$ cat src/rtl/tc_pkg.sv
// Shared definitions for the bit-serial two's-complement to sign-magnitude decoder.
//   tc_state_e      : controller states (2-bit encoding)
//   TC_WIDTH_DEF    : default operand width
//   TC_CNT_W_DEF    : bit-counter width for the default operand width
//   tc_cnt_w()      : bit-counter width for an arbitrary operand width
package tc_pkg;

  typedef enum logic [1:0] {
    IDLE  = 2'd0,
    SHIFT = 2'd1,
    DONE  = 2'd2
  } tc_state_e;

  localparam int TC_WIDTH_DEF = 5;
  localparam int TC_CNT_W_DEF = $clog2(TC_WIDTH_DEF + 1);

  // The counter only has to reach WIDTH-1, but sizing for WIDTH+1 values keeps
  // the width at least one bit for every legal WIDTH.
  function automatic int tc_cnt_w(input int w);
    return $clog2(w + 1);
  endfunction

endpackage

$ cat src/rtl/tc_serial_cell.sv
// Per-bit transform for the copy-until-first-1-then-invert negation.
// Ports:
//   b_i             : current operand bit (LSB-first)
//   sign_i          : operand sign; only a negative operand is inverted
//   seen_one_i      : a 1 has already been seen in lower-order bits
//   mag_bit_o       : magnitude bit for this position
//   seen_one_next_o : updated seen-one flag (registered by the parent)
module tc_serial_cell (
  input  logic b_i,
  input  logic sign_i,
  input  logic seen_one_i,
  output logic mag_bit_o,
  output logic seen_one_next_o
);

  // Bits up to and including the first 1 pass through; every bit above it
  // is inverted. A positive operand passes through untouched.
  assign mag_bit_o       = (sign_i && seen_one_i) ? ~b_i : b_i;
  assign seen_one_next_o = sign_i ? (seen_one_i | b_i) : seen_one_i;

endmodule

$ cat src/rtl/tc_serial_decoder.sv
// Bit-serial two's-complement to sign-magnitude decoder.
// Accepts a WIDTH-bit word over valid/ready, converts it LSB-first one bit
// per clock and presents sign + unsigned magnitude over valid/ready.
// Ports:
//   clk, rst             : clock, asynchronous active-high reset
//   in_valid/in_ready    : input handshake; in_data is the two's-complement word
//   out_valid/out_ready  : output handshake; out_sign (1 = negative), out_mag
// Build option:
//   TC_DECODE_FASTPOS_EN : non-negative operands skip the serial pass and go
//                          straight to DONE at the accept edge.
//
// state | meaning
// IDLE  | waiting for a word, in_ready=1
// SHIFT | converting one bit per clock
// DONE  | result valid, held until out_ready
module tc_serial_decoder
  import tc_pkg::*;
#(
  parameter int WIDTH = TC_WIDTH_DEF
) (
  input  logic             clk,
  input  logic             rst,
  input  logic             in_valid,
  output logic             in_ready,
  input  logic [WIDTH-1:0] in_data,
  output logic             out_valid,
  input  logic             out_ready,
  output logic             out_sign,
  output logic [WIDTH-1:0] out_mag
);

  localparam int CW = tc_cnt_w(WIDTH);
  localparam logic [CW-1:0] CNT_LAST = CW'(WIDTH - 1);

  tc_state_e        state_q, state_d;
  logic [WIDTH-1:0] sr_q, sr_d;
  logic [WIDTH-1:0] mag_q, mag_d;
  logic [CW-1:0]    cnt_q, cnt_d;
  logic             seen_q, seen_d;
  logic             sign_q, sign_d;

  logic mag_bit;
  logic seen_next;

  tc_serial_cell u_cell (
    .b_i             (sr_q[0]),
    .sign_i          (sign_q),
    .seen_one_i      (seen_q),
    .mag_bit_o       (mag_bit),
    .seen_one_next_o (seen_next)
  );

  always_ff @(posedge clk or posedge rst) begin
    if (rst) begin
      state_q <= IDLE;
      sr_q    <= '0;
      mag_q   <= '0;
      cnt_q   <= '0;
      seen_q  <= 1'b0;
      sign_q  <= 1'b0;
    end else begin
      state_q <= state_d;
      sr_q    <= sr_d;
      mag_q   <= mag_d;
      cnt_q   <= cnt_d;
      seen_q  <= seen_d;
      sign_q  <= sign_d;
    end
  end

  always_comb begin
    state_d = state_q;
    sr_d    = sr_q;
    mag_d   = mag_q;
    cnt_d   = cnt_q;
    seen_d  = seen_q;
    sign_d  = sign_q;

    unique case (state_q)
      IDLE: begin
        if (in_valid) begin
          sr_d    = in_data;
          sign_d  = in_data[WIDTH-1];
          cnt_d   = '0;
          seen_d  = 1'b0;
          mag_d   = '0;
          state_d = SHIFT;
`ifdef TC_DECODE_FASTPOS_EN
          // A non-negative word is already its own magnitude.
          if (!in_data[WIDTH-1]) begin
            mag_d   = in_data;
            state_d = DONE;
          end
`endif
        end
      end
      SHIFT: begin
        // Magnitude fills from the MSB side so bit 0 lands in place after WIDTH shifts.
        mag_d  = {mag_bit, mag_q[WIDTH-1:1]};
        sr_d   = {1'b0, sr_q[WIDTH-1:1]};
        seen_d = seen_next;
        cnt_d  = cnt_q + CW'(1);
        if (cnt_q == CNT_LAST) begin
          state_d = DONE;
        end
      end
      DONE: begin
        if (out_ready) begin
          state_d = IDLE;
        end
      end
      default: state_d = IDLE;
    endcase
  end

  assign in_ready  = (state_q == IDLE);
  assign out_valid = (state_q == DONE);
  assign out_sign  = sign_q;
  assign out_mag   = mag_q;

endmodule

$ cat config.mk
export PLATFORM = sky130hd
export DESIGN_NAME = tc_serial_decoder
export DESIGN_NICKNAME = d
export VERILOG_FILES = /design/src/rtl/tc_pkg.sv /design/src/rtl/tc_serial_cell.sv /design/src/rtl/tc_serial_decoder.sv
export SDC_FILE = /design/constraint.sdc
export NUM_CORES = 1
export LEC_CHECK = 0
export BUFFER_PORTS_ARGS = -buffer_cell sky130_fd_sc_hd__buf_2
export CORE_AREA = 3 3 47 60
export CTS_CLUSTER_SIZE = 12
export DETAILED_ROUTE_END_ITERATION = 6
export DIE_AREA = 0 0 50 63
export PLACE_DENSITY_LB_ADDON = 0.05
export SKIP_LAST_GASP = 1
export SLEW_MARGIN = 20
export SYNTH_ARGS = -nofsm -noshare
export SYNTH_HDL_FRONTEND = slang
export SYNTH_SLANG_ARGS = --single-unit
$ cat constraint.sdc
create_clock -name clk -period 3.5 [get_ports clk]
set_input_delay 0.175 -clock clk [delete_from_list [all_inputs] [get_ports clk]]
set_output_delay 0.175 -clock clk [all_outputs]
set_load 0.02 [all_outputs]
Yosys cells after proc, flatten, opt, wreduce, memory -nomap -nowiden
Cells that the tools add are included.
{"block": "word_totals", "elab_cells": 37, "reg_bits": 17}
{"block": "op_classes", "n_reduce_logical": 7, "n_eq_ne": 7, "mux": 14, "n_addsub": 1, "bitwise": 2}
{"cell": "$pmux 5 s2", "count": 2}
{"cell": "$mux 5", "count": 2}
{"cell": "$mux 2", "count": 3}
{"cell": "$ne 2x2->1 const B", "count": 3}
{"cell": "$pmux 2 s3", "count": 1}
{"cell": "$pmux 3 s2", "count": 1}
{"cell": "$reduce_and 3->1", "count": 2}
{"cell": "$reduce_and 2->1", "count": 2}
{"cell": "$add 3x1->3 const B", "count": 1}
{"cell": "$eq 3x3->1 const B", "count": 1}
{"cell": "$mux 1", "count": 3}
{"cell": "$mux 3", "count": 1}
{"cell": "$eq 2x1->1 const B", "count": 1}
{"cell": "$eq 2x2->1 const B", "count": 1}
{"cell": "$logic_not 2->1", "count": 1}
{"cell": "$ne 2x1->1 const B", "count": 1}
{"cell": "$pmux 1 s2", "count": 1}
{"cell": "$reduce_bool 2->1", "count": 1}
{"cell": "$logic_and 1x1->1", "count": 1}
{"cell": "$not 1->1", "count": 1}
{"cell": "$or 1x1->1", "count": 1}

Logic depth before layout (Yosys ltp)
Gate-level depths: netlist of run 1.
{"block": "logic_depth", "depth_word": 3, "depth_mapped": 4}

Hierarchy
From an unflattened synthesis of run 1, not the netlist that was laid out.
{"block": "unflattened", "hier_cells": 66, "area_unflattened_um2": 860.8}
{"module": "tc_serial_decoder", "n_inst": 1, "cells_per_inst": 63, "area_each_um2": 839.6}
{"module": "tc_serial_cell", "n_inst": 1, "cells_per_inst": 3, "area_each_um2": 21.3}

Worst setup path after synthesis of run 1
Ideal clock, no wire load.
{"block": "synth_timing", "kind": "register to register", "from": "register state_q[1]", "to": "register sign_q (netlist: out_sign)", "required_ps": 3375, "slack_ps": 2256, "path_stages_with_launch": 4, "path_buffers": 0, "t_arrival_ps": 1119, "period_less_slack_ps": 1244, "setup_ps": 125, "path_cell_list": "dfrtp_1 nor2_2 nand2_1 mux2_4"}
{"block": "synth_between", "elab_chain_len": 2}
{"element": "from (decl)", "line": "tc_serial_decoder.sv:35", "source": "tc_state_e state_q, state_d;"}
{"element": "from (signal assigned)", "line": "tc_serial_decoder.sv:62", "source": "state_q <= state_d;"}
{"element": "$logic_not 2->1"}
{"element": "net in_ready", "line": "tc_serial_decoder.sv:24", "source": "output logic in_ready,"}
{"element": "$reduce_and 2->1 (no source line)"}
{"element": "to (signal assigned)", "line": "tc_serial_decoder.sv:67", "source": "sign_q <= sign_d;"}
{"element": "to (decl)", "line": "tc_serial_decoder.sv:40", "source": "logic sign_q, sign_d;"}
The timed path passes the listed nets, and every way through them passes these cells.
A chain may end at the register's enable or synchronous reset.

Worst setup path after layout of run 1
{"block": "layout_timing", "from": "register state_q[0]", "to": "register state_q[1]"}
{"block": "layout_between", "elab_chain_len": 3, "word_cells_on_any_way": 8}
{"element": "$eq 2x1->1, or another cell as far along", "line": "tc_serial_decoder.sv:79", "source": "unique case (state_q)"}
{"element": "$ne 2x2->1 (no source line) / $ne 2x1->1 (equally long branches)"}
{"element": "$reduce_and 3->1 (no source line)"}
Several ways; a longest one is shown, not always the timed one.

==> results of run 1 <==
[flip-flops by register name, summed over array words and instances, names as in the netlist]
register  count
sr_q          5
out_mag       5
out_sign      1
state_q       2
cnt_q         3
seen_q        1
[Yosys cell counts, drive strengths merged, types with 2 or more instances]
| master | n | share of area |
|---|---|---|
| dfrtp | 17 | 0.54 |
| a22o | 6 | 0.066 |
| inv | 6 | 0.028 |
| nor2 | 6 | 0.035 |
| nand2 | 5 | 0.024 |
| nand2b | 3 | 0.024 |
| o21ai | 3 | 0.033 |
| a21oi | 2 | 0.013 |
| a22oi | 2 | 0.025 |
| a31oi | 2 | 0.016 |
| buf | 2 | 0.028 |
| ha | 2 | 0.031 |
| nor2b | 2 | 0.016 |
| o22a | 2 | 0.022 |
[how the worst max path moves through the flow]
| stage | cells past startpoint | from | endpoint |
|---|---|---|---|
| global placement | 3 | state_q[0]$_DFFE_PP0P_ | state_q[1]$_DFFE_PP0P_ |
| finish | 3 | state_q[0]$_DFFE_PP0P_ | state_q[1]$_DFFE_PP0P_ |
| CTS | 3 | state_q[0]$_DFFE_PP0P_ | state_q[1]$_DFFE_PP0P_ |
| floorplan | 3 | state_q[1]$_DFFE_PP0P_ | out_sign$_DFFE_PP0P_ |
| global route | 3 | state_q[0]$_DFFE_PP0P_ | state_q[1]$_DFFE_PP0P_ |
| detailed placement | 3 | state_q[0]$_DFFE_PP0P_ | state_q[1]$_DFFE_PP0P_ |
[logic make-up (layout without fill, tap and decap cells)]
| logic type | after synthesis | after routing | synth area share |
|---|---|---|---|
| adders and majority gates | 2 | 2 | 0.0315 |
| muxes | 2 | 2 | 0.0315 |
| AOI/OAI and AO/OA | 22 | 22 | 0.230 |
| xor gates and xnor gates | 1 | 1 | 0.0110 |
| buffers and inverters | 8 | 27 | 0.0567 |
| DFF | 17 | 17 | 0.535 |
| and+or+nand+nor | 17 | 17 | 0.104 |
[power breakdown]
part	switching, mW	total (mW)	internal [mW]
clock network	0.0623	0.105	0.0424
logic	0.209	0.389	0.180
registers	0.0898	0.378	0.288
total	0.361	0.872	0.510
[routing by layer]
metal	GRT usage	up-vias	wire, microns
li1	-	285	-
met3	0.0215	2	52
met1	0.145	284	711
met4	0.0519	0	15
met5	0	-	0
met2	0.183	9	773
[timing repair]
item                                   CTS  global route
hold buffers                             1             0
gates resized for setup                  0             0
endpoints found under the hold margin   17             0
[per-stage QoR]
step	area, sq um	setup WS [ns]	util
finish	931	1.89	0.392
floorplan	795	2.26	-
global placement	893	1.95	0.376
CTS	931	1.86	0.392
global route	931	1.67	0.392
detailed placement	893	1.88	0.376
[layout make-up]
type                    instances  area (sq um)  area share
inverters                       6          22.5      0.0242
flip-flops and latches         17           425       0.457
multi-input cells              44           324       0.348
repair buffers                 17          90.1      0.0968
well taps                      33          41.3      0.0444
clock buffers                   3          22.5      0.0242
clock inverters                 1          5.00     0.00538
[critical path, cell delays in order (launching register included)]
cell	delay [ns]
dfrtp_1	0.65
nor2b_1	0.62
nand3_1	0.16
o31ai_1	0.09
==> impl_summary.log, run 1 <==
INFO  metric postCtsSetupBuffers = 0
INFO  metric clockBufferDepth = 2
INFO  metric grt_first_pass_wirelength = around 2800 microns
INFO  metric power.density = between 900 and 1000 nW/um^2
INFO  metric grt_start_max_net_pins = 18
INFO  metric worst_clock_skew = ~0.0063 ns
INFO  metric min-delay-start = out_ready
INFO  metric final_common_cell = dfrtp_1
INFO  metric synthesized_area_per_cell = roughly 12 sq um
INFO  metric dieWidth = 50 microns
INFO  metric finalHoldViolCount = 0
INFO  metric number_of_global_route_vias_before_repair = 592
INFO  metric io_buffer_count = 16
INFO  metric ant_nets = 0
INFO  metric floorplan.io_pins = 17
INFO  metric placement_rows = 20
INFO  metric grt_remaining_overflow = 0
INFO  metric crit_fanout = 14
INFO  metric mappedNetlistNets = 80
INFO  metric max_freq = between 600 and 700 MHz
INFO  metric ys.warnings.count = 0
INFO  metric floorplan.initialDensity = 0.334
INFO  metric yosys.cell_types.count = 27
INFO  metric drtPass1Iterations = 3
INFO  metric cts_sinks = 17
INFO  metric finalWorstPathRequiredPeriod = roughly 1.6 ns
INFO  metric num_vias = 580
INFO  metric data_required_time_of_the_worst_path = 3.70 ns
INFO  metric number_of_diodes = 0
INFO  metric path_clk_slew = ~0.11 ns
INFO  metric maximum_capacitance_violations = 0
INFO  metric cts.root.buffer_cell = clkbuf_4
INFO  metric numPlacedInstances = 116
INFO  metric globalplace.congestion = between 0.7 and 0.8
INFO  metric maxSlewHeadroom = 0.553
INFO  metric ys_dominant_reg_cell = dfrtp_1
INFO  metric floorplan.die_area = around 3200 sq um
INFO  metric synth_async_sr_flop_share = 1.00
INFO  metric hold_end = state_q[1]$_DFFE_PP0P_
INFO  metric grt_util_all_layers = 0.114
INFO  metric post_layout_nonfiller_instances = between 100 and 150
INFO  metric slew_viol_final = 0
INFO  metric clock_insertion_delay_worst_skew = 0.29 ns
INFO  metric transition_time_of_the_tightest_slew_check_pin = ~0.67 ns
INFO  metric power.total = 0.872 mW
INFO  metric status = completed
INFO  metric worstHoldPathCells = 2
INFO  metric fin_worst_hold_slack = just over 0.05 ns
INFO  metric sort_of_element_at_the_start_of_the_critical_path = flip-flop
INFO  metric final_cell_mix = dfrtp_1 (17), buf_2 (16), a22o_1 (6)
INFO  metric die_h = roughly 63 microns
INFO  metric cellLeakagePower = 0.456 nW
INFO  metric timing.setup.tns = 0 ns
INFO  metric fraction_of_final_layout_cells_sized_beyond_drive_strength_1 = 0.295
INFO  metric timing_worst_setup_path_type = reg2reg
INFO  metric remaining_drc_errors = 0
INFO  metric timing.final.crit_share = 0.461
INFO  metric numCtsBuffers = 3
INFO  metric area_growth_syn_to_layout = 17.2%
INFO  metric drt_iter0_markers = 8
INFO  metric critPathArrivalTime = around 1.8 ns
INFO  metric regToRegEndpoint = state_q[1]$_DFFE_PP0P_
INFO  metric grt_antenna_before_repair = 0
INFO  metric setup-violations-final = 0
INFO  metric r2r_cells = 3
INFO  metric grt_setup_unrepaired = false
INFO  metric yosysSeqAreaShare = 0.535
INFO  metric critical_path.endpoint_type = flip-flop
INFO  metric nFillCells = 250
INFO  metric placeableCoreArea = roughly 2400 sq um
INFO  metric final_stage_net_count = 100
INFO  metric detail_route.wl_per_cell = 12.8 microns
INFO  metric r2r_slack = about 1.9 ns
INFO  metric tritoncts = built
INFO  metric worstReg2RegStart = state_q[0]$_DFFE_PP0P_
INFO  metric hold_class = in2reg
INFO  metric postRouteWirelength = ~1600 microns
INFO  metric ys_seq_elements = 17
INFO  metric htreeDepth = 1
INFO  metric peakVddDrop = approximately 0.35 mV
INFO  metric netlist_area = around 790 sq um
INFO  metric viasPerCell = between 4 and 5
INFO  metric netlist_instances = 69
INFO  metric synth_enable_flop_cells = 0
(Power assumes the default switching activity.)
==> run 2: changes to the inputs <==
--- a/config.mk
+++ b/config.mk
@@ -5,6 +5,7 @@
 export SDC_FILE = /design/constraint.sdc
 export NUM_CORES = 1
 export LEC_CHECK = 0
+export ABC_AREA = 1
 export BUFFER_PORTS_ARGS = -buffer_cell sky130_fd_sc_hd__buf_2
 export CORE_AREA = 3 3 47 60
 export CTS_CLUSTER_SIZE = 12
==> constraint.sdc (replaced) <==
create_clock -name clk -period 1.4 [get_ports clk]
set_input_delay 0.07 -clock clk [delete_from_list [all_inputs] [get_ports clk]]
set_output_delay 0.07 -clock clk [all_outputs]
set_load 0.02 [all_outputs]
==> run 2 against run 1 <==
Net effect:
- sequential cell count stayed put
- wire length rose by 5.5%
- clock-buffer cell count is 1 higher
- critical path depth increased by 1
- synthesized cell count up 42%
- register-to-register slack got worse by 1.6 ns
- clock power grew to 2.5 times the previous value
- core utilization grew 2.0 points
- synthesized area is 1.3% higher
- non-clock buffer count grew 3
- global-route usage increased by 0.44 points
- largest power group unchanged
==> impl_summary.log, run 2 <==
INFO  metric slew_viol_final = 0
INFO  metric mux_cell_area_share_after_synthesis = 0
INFO  metric final_stage_net_count = 132
INFO  metric setup-violations-final = 0
INFO  metric netlist_instances = just under 100
INFO  metric max_freq = between 700 and 800 MHz
INFO  metric synth_simple_gate_area_share = 0.300
INFO  metric cp_slowest_cell = dfrtp_2
INFO  metric internal_power = around 1.2 mW
INFO  metric ys_seq_elements = 17
INFO  metric ys.warnings.count = 0
INFO  metric power.density = about 2200 nW/um^2
INFO  metric area_growth_syn_to_layout = 21.6%
INFO  metric floorplan.io_pins = 17
INFO  metric floorplan.die_area = approximately 3200 sq um
INFO  metric viasPerCell = 4.26
INFO  metric yosys.cell_count.top_type = nand2_1
INFO  metric stdcell_area = a little under 1000 sq um
INFO  metric yosysSeqAreaShare = 0.529
INFO  metric cts_sinks = 17
INFO  metric arithmetic_cell_share_of_the_synthesized_area_counting_full_adders_half_adders_and_majority_gates = 0.0311
INFO  metric synthesized_area_per_cell = just over 8 sq um
INFO  metric timing.critical_path.depth = 4
INFO  metric hold_class = in2reg
INFO  metric synthTopCellsByArea = dfrtp_1 (53%), nand2_1 (23%), inv_1 (4.2%)
INFO  metric yosys.cell_types.count = 16
INFO  metric mappedNetlistNets = 109
INFO  metric clockBufferDepth = 2
INFO  metric synth-xor-area-share = 0
INFO  metric post-synth-top-area-fraction = 0.529
INFO  metric cellLeakagePower = ~0.56 nW
INFO  metric worst_clock_skew = around 0.0029 ns
INFO  metric sort_of_element_at_the_start_of_the_critical_path = flip-flop
INFO  metric critPathMostFrequentCell = inv_1
INFO  metric fraction_of_final_layout_cells_sized_beyond_drive_strength_1 = 0.217
INFO  metric worst_path_largest_cell_delay = between 0.4 and 0.5 ns
INFO  metric cts.root.buffer_cell = clkbuf_4
INFO  metric critPathArrivalTime = about 1.2 ns
INFO  metric finalWorstPathRequiredPeriod = ~1.3 ns
INFO  metric final_cell_mix = nand2_1 (49), dfrtp_1 (16), buf_2 (16)
INFO  metric timing.final.crit_share = 0.902
INFO  metric synth_async_sr_flop_share = 1.00
INFO  metric maxSlewHeadroom = 0.834
INFO  metric dieWidth = ~50 microns
INFO  metric postCtsSetupBuffers = 0
INFO  metric timing.setup.tns = 0 ns
INFO  metric worstHoldPathCells = 3
INFO  metric transition_time_of_the_tightest_slew_check_pin = around 0.25 ns
INFO  metric crit_fanout = 9
INFO  metric synth_enable_flop_cells = 0
INFO  metric clock_power_share = 0.126
INFO  metric grt_remaining_overflow = 0
INFO  metric numPlacedInstances = around 150
INFO  metric dpl.hpwl = 1240 microns
INFO  metric synth_top_cells_by_count = nand2_1 (49), dfrtp_1 (17), inv_1 (9)
INFO  metric timing_worst_setup_path_type = reg2out
INFO  metric post_layout_nonfiller_instances = approximately 150
INFO  metric clock_insertion_delay_worst_skew = around 0.29 ns
INFO  metric data_required_time_of_the_worst_path = between 1 and 1.5 ns
INFO  metric peakVddDrop = a little over 0.9 mV
INFO  metric grt_start_max_net_pins = 18
INFO  metric grt_first_pass_wirelength = ~2800 microns
INFO  metric htreeDepth = 1
INFO  metric final_common_cell = nand2_1
INFO  metric drt_iter0_markers = 5
INFO  metric r2r_cells = 6
INFO  metric power.sequential.fraction = 0.427
INFO  metric fin_worst_hold_slack = around 0.054 ns
INFO  metric ant_nets = 0
INFO  metric detail_route.wl_per_cell = roughly 11 microns
INFO  metric num_vias = 652
INFO  metric netlist_area = a little over 800 sq um
INFO  metric grt_setup_unrepaired = false
INFO  metric r2r_slack = around 0.25 ns
INFO  metric io_buffer_count = 16
INFO  metric grt_util_all_layers = 0.119
INFO  metric path_cells = inv_1, nand2_1, inv_1, buf_2
INFO  metric crit_family = flip-flops
INFO  metric globalplace.congestion = about 0.72
INFO  metric placeableCoreArea = approximately 2400 sq um
INFO  metric finalHoldViolCount = 0
INFO  metric power.share.switching = 0.441
INFO  metric synth_top_family_by_area = simple AND/OR/NAND/NOR gates
INFO  metric synthesized_area_fraction_occupied_by_ao_oa_aoi_and_oai_cells = 0.0653
INFO  metric remaining_drc_errors = 0
INFO  metric cp.buffers_inverters = 3
INFO  metric placement_rows = 20
INFO  metric die_h = around 63 microns
INFO  metric tritoncts = built
INFO  metric drtPass1Iterations = 4
INFO  metric number_of_global_route_vias_before_repair = around 660
INFO  metric path_clk_slew = 0.10 ns
INFO  metric floorplan.initialDensity = 0.338
INFO  metric combPwrFrac = 0.447
INFO  metric grt_antenna_before_repair = 0
INFO  metric status = completed
INFO  metric synth_area_leader_cell = dfrtp_1
INFO  metric placed_area = a little over 900 sq um
INFO  metric ys_dominant_reg_cell = dfrtp_1
INFO  metric postRouteWirelength = approximately 1600 microns
INFO  metric netSwitchingPower = about 0.93 mW
INFO  metric numCtsBuffers = 3
INFO  metric maximum_capacitance_violations = 0
INFO  metric number_of_diodes = 0
INFO  metric critical_path.endpoint_type = primary output
run 2: cell types whose count changed in the layout (fill, tap and decap cells not counted), sizes merged, moves of 3 or more:
cell / change
inv: +4
nor2: -4
nand2: +44
nand3: +5
nand2b: -3
a22o: -6
run 2: worst paths after layout:
path | startpoint | to
worst min register to register | out_mag[0]$_DFFE_PP0P_ | out_mag[0]$_DFFE_PP0P_
worst min-delay path | in_data[4] | out_sign$_DFFE_PP0P_
worst max register to register | state_q[1]$_DFFE_PP0P_ | sr_q[1]$_DFFE_PP0P_
worst max-delay path | state_q[0]$_DFFE_PP0P_ | out_valid
min in group asynchronous | rst | sr_q[0]$_DFFE_PP0P_
max in group asynchronous | rst | state_q[0]$_DFFE_PP0P_
run 2: worst min-delay path, cell delays in order:
cell	delay, ns
buf_2	0.09
inv_1	0.06
o21ai_0	0.08
run 2: stage by stage:
step | power, mW | setup WS, ns | util
after floorplan | 1.59 | 0.161 | -
after global placement | 1.86 | 0.276 | 0.392
after detailed placement | 1.87 | 0.251 | 0.392
after CTS | 2.14 | 0.0657 | 0.411
after global routing | 2.32 | 0.0487 | 0.412
final | 2.11 | 0.138 | 0.412
run 2: layout make-up:
type                            count  area (sq um)
Clock buffer                        4          26.3
Fill cell                         261          1400
Timing Repair Buffer               20           128
Tap cell                           33          41.3
Sequential cell                    17           427
Inverter                           10          37.5
Multi-Input combinational cell     69           319
run 2: logic make-up (layout without fill, tap and decap cells):
kind of cell / after synthesis / in the layout
AOI/OAI and AO/OA: 8 / 8
adders and majority gates: 2 / 2
buffers and inverters: 12 / 34
DFF: 17 / 17
and+or+nand+nor: 59 / 59
run 2: what timing repair did:
action / CTS / global route
setup endpoints to repair: 0 / 1
resized for setup: 0 / 1
hold endpoints to repair: 18 / 0
hold buffers: 2 / 0
run 2: routing by layer:
metal  global-route usage  part of all wire  vias up
met5                    0                 0        -
met4               0.0623             0.011        0
met3               0.0239             0.031        2
met2                0.183              0.49        9
met1                0.153              0.47      295
li1                     -                 -      346
run 2: power by group through the flow:
stage	clock [mW]	sequential (mW)	combinational [mW]
floorplan	0	0.934	0.655
global placement	0	0.907	0.952
detailed placement	0	0.908	0.958
CTS	0.282	0.899	0.963
global route	0.305	0.934	1.09
finish	0.266	0.898	0.941
==> run 3: changes to the inputs <==
--- a/config.mk
+++ b/config.mk
@@ -12,6 +12,7 @@
 export DETAILED_ROUTE_END_ITERATION = 6
 export DIE_AREA = 0 0 50 63
 export PLACE_DENSITY_LB_ADDON = 0.05
+export REMOVE_ABC_BUFFERS = 1
 export SKIP_LAST_GASP = 1
 export SLEW_MARGIN = 20
 export SYNTH_ARGS = -nofsm -noshare
==> run 3 against run 2 <==
Net effect:
- design area decreased by 0.38%
- global-route usage increased by 0.51 points
- combinational power is 1% lower
- sequential cell count stayed put
- via count is 4.8% higher
- cell count increased by 0.65%
- total power is 0.38% lower
- clock skew increased by 0.0062 ns
- critical path depth unchanged
- clock-buffer cell count is 1 lower
- non-clock buffer count up 1
- largest cell class unchanged
- highest routed layer unchanged
==> impl_summary.log, run 3 (synthesis gave the netlist of run 2 again) <==
INFO  metric status = completed
INFO  metric final_common_cell = nand2_1
INFO  metric htreeDepth = 1
INFO  metric timing.final.crit_share = 0.924
INFO  metric placeableCoreArea = about 2400 sq um
INFO  metric setup-violations-final = 0
INFO  metric grt_setup_unrepaired = false
INFO  metric maximum_capacitance_violations = 0
INFO  metric placement_rows = 20
INFO  metric dpl.hpwl = between 1000 and 1500 microns
INFO  metric area_growth_syn_to_layout = 21.2%
INFO  metric number_of_global_route_vias_before_repair = around 690
INFO  metric numCtsBuffers = 3
INFO  metric grt_first_pass_wirelength = between 2000 and 3000 microns
INFO  metric transition_time_of_the_tightest_slew_check_pin = 0.217 ns
INFO  metric peakVddDrop = between 0.8 and 0.9 mV
INFO  metric slew_viol_final = 0
INFO  metric tritoncts = built
INFO  metric critical_path.endpoint_type = primary output
INFO  metric detail_route.wl_per_cell = 10.8 microns
INFO  metric grt_remaining_overflow = 0
INFO  metric floorplan.io_pins = 17
INFO  metric cts.root.buffer_cell = clkbuf_4
INFO  metric cellLeakagePower = 0.564 nW
INFO  metric final_stage_net_count = approximately 130
INFO  metric floorplan.initialDensity = 0.338
INFO  metric maxSlewHeadroom = 0.855
INFO  metric fin_worst_hold_slack = 0.0281 ns
INFO  metric ant_nets = 0
INFO  metric drtPass1Iterations = 4
INFO  metric critPathArrivalTime = 1.22 ns
INFO  metric timing.setup.tns = 0 ns
INFO  metric drt_iter0_markers = 7
INFO  metric number_of_diodes = 0
INFO  metric viasPerCell = 4.44
INFO  metric postCtsSetupBuffers = 0
INFO  metric remaining_drc_errors = 0
INFO  metric timing_worst_setup_path_type = reg2out
INFO  metric crit_fanout = 9
INFO  metric placed_area = roughly 900 sq um
INFO  metric grt_start_max_net_pins = 13
INFO  metric data_required_time_of_the_worst_path = between 1 and 1.5 ns
INFO  metric worstHoldPathCells = 3
INFO  metric finalWorstPathRequiredPeriod = ~1.3 ns
INFO  metric num_vias = 683
INFO  metric io_buffer_count = 16
INFO  metric cts_sinks = 17
INFO  metric max_freq = around 770 MHz
INFO  metric r2r_cells = 4
INFO  metric clockBufferDepth = 2
INFO  metric sequential_cell_area = 427 sq um
INFO  metric nFillCells = 257
INFO  metric area_of_the_multi_input_gates = approximately 320 sq um
INFO  metric die_h = ~63 microns
INFO  metric final_cell_mix = nand2_1 (49), dfrtp_1 (16), buf_2 (16)
INFO  metric worst_clock_skew = ~0.009 ns
INFO  metric floorplan.die_area = approximately 3200 sq um
INFO  metric clock_insertion_delay_worst_skew = 0.29 ns
INFO  metric path_clk_slew = ~0.11 ns
INFO  metric power.density = 2150 nW/um^2
INFO  metric fraction_of_final_layout_cells_sized_beyond_drive_strength_1 = 0.231
INFO  metric dieWidth = about 50 microns
INFO  metric finalHoldViolCount = 0
INFO  metric sort_of_element_at_the_start_of_the_critical_path = flip-flop
INFO  metric grt_util_all_layers = 0.124
INFO  metric hold_class = in2reg
INFO  metric globalplace.congestion = 0.850
INFO  metric stdcell_area = ~970 sq um
INFO  metric postRouteWirelength = about 1700 microns
INFO  metric grt_antenna_before_repair = 0
## run 3: routing by layer
layer / track usage / up-vias / wire length, microns
met5: 0 / - / 0
met4: 0.0727 / 0 / 18
met3: 0.0215 / 2 / 56
met2: 0.199 / 15 / 797
met1: 0.150 / 315 / 793
li1: - / 351 / -
## run 3: layout make-up
class,instances,area share
tap,33,0.0424
clock buffer,3,0.0231
timing repair buffer,21,0.126
multi-input combinational,69,0.327
clock inverter,1,0.00513
sequential,17,0.438
inverter,10,0.0385
## run 3: critical path, cell delays in order (launching register included)
cell	delay [ns]
dfrtp_2	0.49
inv_1	0.13
nand2_1	0.08
inv_1	0.06
buf_2	0.16
## run 3: power by group
| part | leakage [nW] | switching, mW | internal, mW |
|---|---|---|---|
| clock | 0.0177 | 0.160 | 0.106 |
| combinational | 0.329 | 0.579 | 0.349 |
| sequential | 0.218 | 0.198 | 0.705 |
| total | 0.564 | 0.937 | 1.16 |
## run 3: what timing repair did
| action | CTS | global route |
|---|---|---|
| setup endpoints to repair | 0 | 1 |
| gates resized for setup | 0 | 1 |
| hold buffers | 2 | 0 |
| endpoints found under the hold margin | 18 | 0 |
## run 3: final timing paths
check / slack (ns) / end / start
min reg2reg: 0.48 / out_mag[0]$_DFFE_PP0P_ / out_mag[0]$_DFFE_PP0P_
max reg2reg: 0.27 / cnt_q[2]$_DFFE_PP0P_ / cnt_q[0]$_DFFE_PP0P_
min in group asynchronous: 0.23 / cnt_q[2]$_DFFE_PP0P_ / rst
min: 0.03 / sr_q[4]$_DFFE_PP0P_ / in_data[4]
max in group asynchronous: 0.75 / state_q[0]$_DFFE_PP0P_ / rst
max: 0.11 / out_valid / state_q[0]$_DFFE_PP0P_
## run 3: per-stage QoR
step | utilization | total power [mW] | instances | worst slack (ns)
after floorplan | - | 1.53 | 96 | 0.159
after global placement | 0.389 | 1.85 | 148 | 0.286
after detailed placement | 0.389 | 1.86 | 148 | 0.270
after CTS | 0.409 | 2.13 | 154 | 0.0385
after global routing | 0.410 | 2.32 | 154 | 0.0137
final | 0.410 | 2.10 | 154 | 0.106
